<file path="config.mk">
export PLATFORM = sky130hd
export DESIGN_NAME = iz_param_loader
export DESIGN_NICKNAME = d
export VERILOG_FILES = /design/src/rtl/iz_param_loader.sv
export SDC_FILE = /design/constraint.sdc
export NUM_CORES = 1
export LEC_CHECK = 0
export ABC_AREA = 1
export CAP_MARGIN = 5
export CORE_ASPECT_RATIO = 0.5
export CORE_MARGIN = 1
export CORE_UTILIZATION = 54
export CTS_CLUSTER_SIZE = 24
export DETAILED_ROUTE_END_ITERATION = 7
export PLACE_DENSITY = 0.89
export SYNTH_ARGS = -nofsm -noshare
export SYNTH_HDL_FRONTEND = slang
export SYNTH_SLANG_ARGS = --single-unit
export TNS_END_PERCENT = 100
</file>
<file path="constraint.sdc">
create_clock -name clk -period 6.9 [get_ports clk]
set_input_delay 1.035 -clock clk [delete_from_list [all_inputs] [get_ports clk]]
set_output_delay 1.035 -clock clk [all_outputs]
set_load 0.05 [all_outputs]
</file>
<file path="src/rtl/iz_param_loader.sv">
// Byte-serial loader that assembles Izhikevich a/b/c/d parameters and commits them atomically.
// Define IZ_PARAM_LOADER_CHECKSUM_EN to require a trailing mod-256 checksum byte per frame.
module iz_param_loader #(
    parameter logic [7:0]  SYNC_BYTE      = 8'hA5,
    parameter int unsigned TIMEOUT_CYCLES = 255,
    parameter logic [15:0] DEF_A          = 16'd1,
    parameter logic [15:0] DEF_B          = 16'd13,
    parameter logic [15:0] DEF_C          = 16'hEFC0,
    parameter logic [15:0] DEF_D          = 16'd512
) (
    input  logic        clk,
    input  logic        reset,
    input  logic        load_en,
    input  logic [7:0]  data_in,
    input  logic        data_valid,
    output logic        data_ready,
    output logic [15:0] param_a,
    output logic [15:0] param_b,
    output logic [15:0] param_c,
    output logic [15:0] param_d,
    output logic        params_ready,
    output logic        load_busy,
    output logic        load_error,
    output logic [7:0]  frame_count
);
    localparam int unsigned   TmoW   = $clog2(TIMEOUT_CYCLES + 1);
    localparam logic [TmoW-1:0] TmoMax = TmoW'(TIMEOUT_CYCLES);

`ifdef IZ_PARAM_LOADER_CHECKSUM_EN
    typedef enum logic [1:0] {StIdle, StCollect, StCommit, StCheckWait} state_e;
`else
    typedef enum logic [1:0] {StIdle, StCollect, StCommit} state_e;
`endif

    state_e          state_q, state_d;
    logic [2:0]      idx_q;
    logic [TmoW-1:0] tmo_q;
    logic [7:0]      shadow_q [8];
    logic            valid_q;
    logic [15:0]     param_a_q, param_b_q, param_c_q, param_d_q;
    logic            params_ready_q, load_busy_q, load_error_q;
    logic [7:0]      frame_count_q;

    logic accept, tmo_hit, in_frame;
    logic do_start, do_store, do_commit, do_abort;

`ifdef IZ_PARAM_LOADER_CHECKSUM_EN
    logic [7:0] sum;
    always_comb begin
        sum = 8'd0;
        for (int i = 0; i < 8; i++) begin
            sum = sum + shadow_q[i];
        end
    end
    assign data_ready = load_en &&
        (state_q == StIdle || state_q == StCollect || state_q == StCheckWait);
`else
    assign data_ready = load_en && (state_q == StIdle || state_q == StCollect);
`endif

    assign accept  = data_valid && data_ready;
    assign tmo_hit = (tmo_q == TmoMax);

    always_comb begin
        state_d   = state_q;
        in_frame  = 1'b0;
        do_start  = 1'b0;
        do_store  = 1'b0;
        do_commit = 1'b0;
        do_abort  = 1'b0;
        unique case (state_q)
            StIdle: begin
                if (accept && data_in == SYNC_BYTE) begin
                    do_start = 1'b1;
                    state_d  = StCollect;
                end
            end
            StCollect: begin
                in_frame = 1'b1;
                if (accept) begin
                    do_store = 1'b1;
                    if (idx_q == 3'd7) begin
`ifdef IZ_PARAM_LOADER_CHECKSUM_EN
                        state_d = StCheckWait;
`else
                        state_d = StCommit;
`endif
                    end
                end else if (!load_en || tmo_hit) begin
                    do_abort = 1'b1;
                    state_d  = StIdle;
                end
            end
`ifdef IZ_PARAM_LOADER_CHECKSUM_EN
            StCheckWait: begin
                in_frame = 1'b1;
                if (accept) begin
                    if (data_in == sum) begin
                        state_d = StCommit;
                    end else begin
                        do_abort = 1'b1;
                        state_d  = StIdle;
                    end
                end else if (!load_en || tmo_hit) begin
                    do_abort = 1'b1;
                    state_d  = StIdle;
                end
            end
`endif
            StCommit: begin
                do_commit = 1'b1;
                state_d   = StIdle;
            end
            default: state_d = StIdle;
        endcase
    end

    always_ff @(posedge clk or posedge reset) begin
        if (reset) begin
            state_q        <= StIdle;
            idx_q          <= 3'd0;
            tmo_q          <= '0;
            for (int i = 0; i < 8; i++) shadow_q[i] <= 8'd0;
            valid_q        <= 1'b0;
            param_a_q      <= DEF_A;
            param_b_q      <= DEF_B;
            param_c_q      <= DEF_C;
            param_d_q      <= DEF_D;
            params_ready_q <= 1'b0;
            load_busy_q    <= 1'b0;
            load_error_q   <= 1'b0;
            frame_count_q  <= 8'd0;
        end else begin
            state_q      <= state_d;
            load_error_q <= do_abort;
            // Idle cycles are only counted while a frame is open; saturate rather than wrap.
            if (!in_frame || accept || do_abort) begin
                tmo_q <= '0;
            end else if (!tmo_hit) begin
                tmo_q <= tmo_q + TmoW'(1);
            end
            if (do_start) begin
                idx_q          <= 3'd0;
                params_ready_q <= 1'b0;
                load_busy_q    <= 1'b1;
            end
            if (do_store) begin
                shadow_q[idx_q] <= data_in;
                idx_q           <= idx_q + 3'd1;
            end
            if (do_commit) begin
                param_a_q      <= {shadow_q[1], shadow_q[0]};
                param_b_q      <= {shadow_q[3], shadow_q[2]};
                param_c_q      <= {shadow_q[5], shadow_q[4]};
                param_d_q      <= {shadow_q[7], shadow_q[6]};
                params_ready_q <= 1'b1;
                valid_q        <= 1'b1;
                frame_count_q  <= frame_count_q + 8'd1;
                load_busy_q    <= 1'b0;
            end
            if (do_abort) begin
                load_busy_q    <= 1'b0;
                params_ready_q <= valid_q;
            end
        end
    end

    assign param_a      = param_a_q;
    assign param_b      = param_b_q;
    assign param_c      = param_c_q;
    assign param_d      = param_d_q;
    assign params_ready = params_ready_q;
    assign load_busy    = load_busy_q;
    assign load_error   = load_error_q;
    assign frame_count  = frame_count_q;

endmodule
</file>
==> flow_summary.ini <==
[status]
status = completed

[cts]
cts_inserted_buffers = 17
h-tree-depth = 4
cts_resized = 0
path_clk_slew_ps = 60
cts_tree = yes
post_cts.repair.setup_buffers = 0
clockRootBuffer = clkbuf_16
cts.sinks = 153
cts_buffer_depth = 2
worstSkewPairLatency_ps = 420
ctsHoldBuffers = 0

[die]
core-area_um2 = 10500
fp.dieW_um = 151
dieArea_um2 = 11600
fp.dieH_um = 76.7
io_pins = 88
row_count = 26
initial_core_util = 0.573

[worst_setup_path]
crit_chain = clkdlybuf4s50_1 > inv_1 > nor2_1 > clkdlybuf4s50_1
rr_endpoint = frame_count[6]
r2r_setup_slack_ps = 4620
path_class = in2out
critical_path.max_stage_delay_ps = 820
cp_max_fo = 4
end_kind = primary output
crit_top_cell = clkdlybuf4s50_1
crit_required_ps = 5860
crit_arrival_ps = 2570
startpoint_type = input port
worstReg2RegStart = state_q[0]
r2r_cells = 8
cp-startpoint = load_en
critical_path.slowest_cell = clkdlybuf4s50_1

[routing]
first_iter_violations = 315
firstDrtPassIters = 5
drc_errors = 0
post_drt_wl_per_cell_um = 16.6
drt_wl_total_um = 14300
vias_per_cell = 5.38
via_count = 4625
final_antenna_net_count = 0

[final_layout]
drive_gt1_frac = 0.0931
final_common_cell = nand2_1
finalCoreUtilization = 0.715
final_cell_mix = nand2_1, dfrtp_1, clkdlybuf4s50_1, o21ai_1, inv_1
fin_nets = 723
syn_to_final_growth_pct = 24.7
antenna_cells = 0

[pwr]
p_leak_uw = 0.00369
ir_worst_vdd_v = 0.000172
power-per-cell-area_nw_per_um2 = 260

[flow_run]
drv_cap = 0

[sta]
slew_violations = 0
slew_headroom = 0.242
skew_ps = 10.5
finalHoldViolations = 0
tightest_slew_ps = 1130
finalSetupViolations = 0
fin_crit_sh = 0.522
fmax_ghz = 0.278
rsz0062_at_grt = no
fin_tns_setup_ps = 0
final.min_clock_period_ps = 3600

[synth]
synth_fp_nets = 638
synth_area_um2 = 6020
ys_seq_area_frac = 0.638
synthDistinctLibCells = 27
syn_inst = 622
syn_avg_cell_area_um2 = 9.69
yosysWarnings = 0
synth_seq_cells = 153

[worst_hold_path]
hp-class = reg2reg
whs_path_depth = 2
hp-start = shadow_q[62]
hold_end = param_a[6]

[global_routing]
grt_max_degree = 79
antenna_found_initial = 0
grt_pass1_wl_um = 23500
grt_use_total = 0.269
grt-ovfl-total = 0
grt_pass1_vias = 4756

[placed_design]
dp_hpwl_um = 8250
gp_congestion = 0.781
port_buffers = 87
-- routing by layer --
layer / global-route usage / share of wire
met1: 0.325 / 0.40
met2: 0.440 / 0.50
met3: 0.0738 / 0.063
met4: 0.146 / 0.037
met5: 0 / 0
-- critical path, delay by kind of cell --
family	cells	cell delay, ps
buf+inv	3	1420
simple gates	1	120
-- synth_stat cells (all sizes together) --
cell	n	share of area
nor3b	3	0.0037
a21oi	2	0.0017
xor2	5	0.0073
nand3	14	0.012
or2	1	0.0010
xnor2	3	0.0044
nor3	3	0.0033
ha	4	0.0083
nand2	285	0.18
inv	30	0.019
buf	16	0.022
dfstp	14	0.061
a31oi	2	0.0021
dfrtp	139	0.58
o21ai	66	0.055
clkbuf	7	0.0044
nor2	19	0.013
nand4	9	0.026
-- kinds of logic after synthesis --
group | after synthesis | share of synthesized area
AND/OR/NAND/NOR | 334 | 0.238
adder cells (fa/ha/maj) | 4 | 0.00831
flip-flops | 153 | 0.638
XOR/XNOR | 8 | 0.0116
buffers and inverters | 53 | 0.0455
AO/OA/AOI/OAI | 70 | 0.0586
-- state kept, by name (all words and copies together) (netlist names) --
name / cells
param_b: 16
state_q: 2
load_busy: 1
param_d: 16
param_c: 16
frame_count: 8
valid_q: 1
load_error: 1
idx_q: 3
param_a: 16
params_ready: 1
tmo_q: 8
shadow_q: 64
-- final cells by class --
type,count,area (um2)
sequential,153,3850
fill,686,2990
multi-input combinational,416,1910
timing repair buffer,89,886
clock buffer,20,457
tap,140,175
clock inverter,12,126
inverter,30,118
-- metrics by stage --
| step | area [um2] | instances | hold WS, ps | setup WS (ps) | power (uW) |
|---|---|---|---|---|---|
| floorplan | 6020 | 622 | 433 | 1770 | 1020 |
| global placement | 6930 | 828 | 449 | 3320 | 1050 |
| detailed placement | 6930 | 828 | 456 | 3300 | 1050 |
| CTS | 7510 | 860 | 469 | 3300 | 1960 |
| global route | 7510 | 860 | 482 | 3230 | 2000 |
| finish | 7510 | 860 | 466 | 3300 | 1960 |
-- worst max-delay path by stage --
stage                           to  slack, ps  depth (start not counted)
floorplan           frame_count[0]       1770                          1
detailed placement      data_ready       3300                          4
global route            data_ready       3230                          4
finish                  data_ready       3300                          4
CTS                     data_ready       3300                          4
global placement        data_ready       3320                          4
-- power by group --
part           switching (uW)  internal (uW)
sequential               21.6            917
combinational            75.7           28.4
clock                     363            549
total                     460           1500
Note: power is estimated with default switching activity, not from simulation.
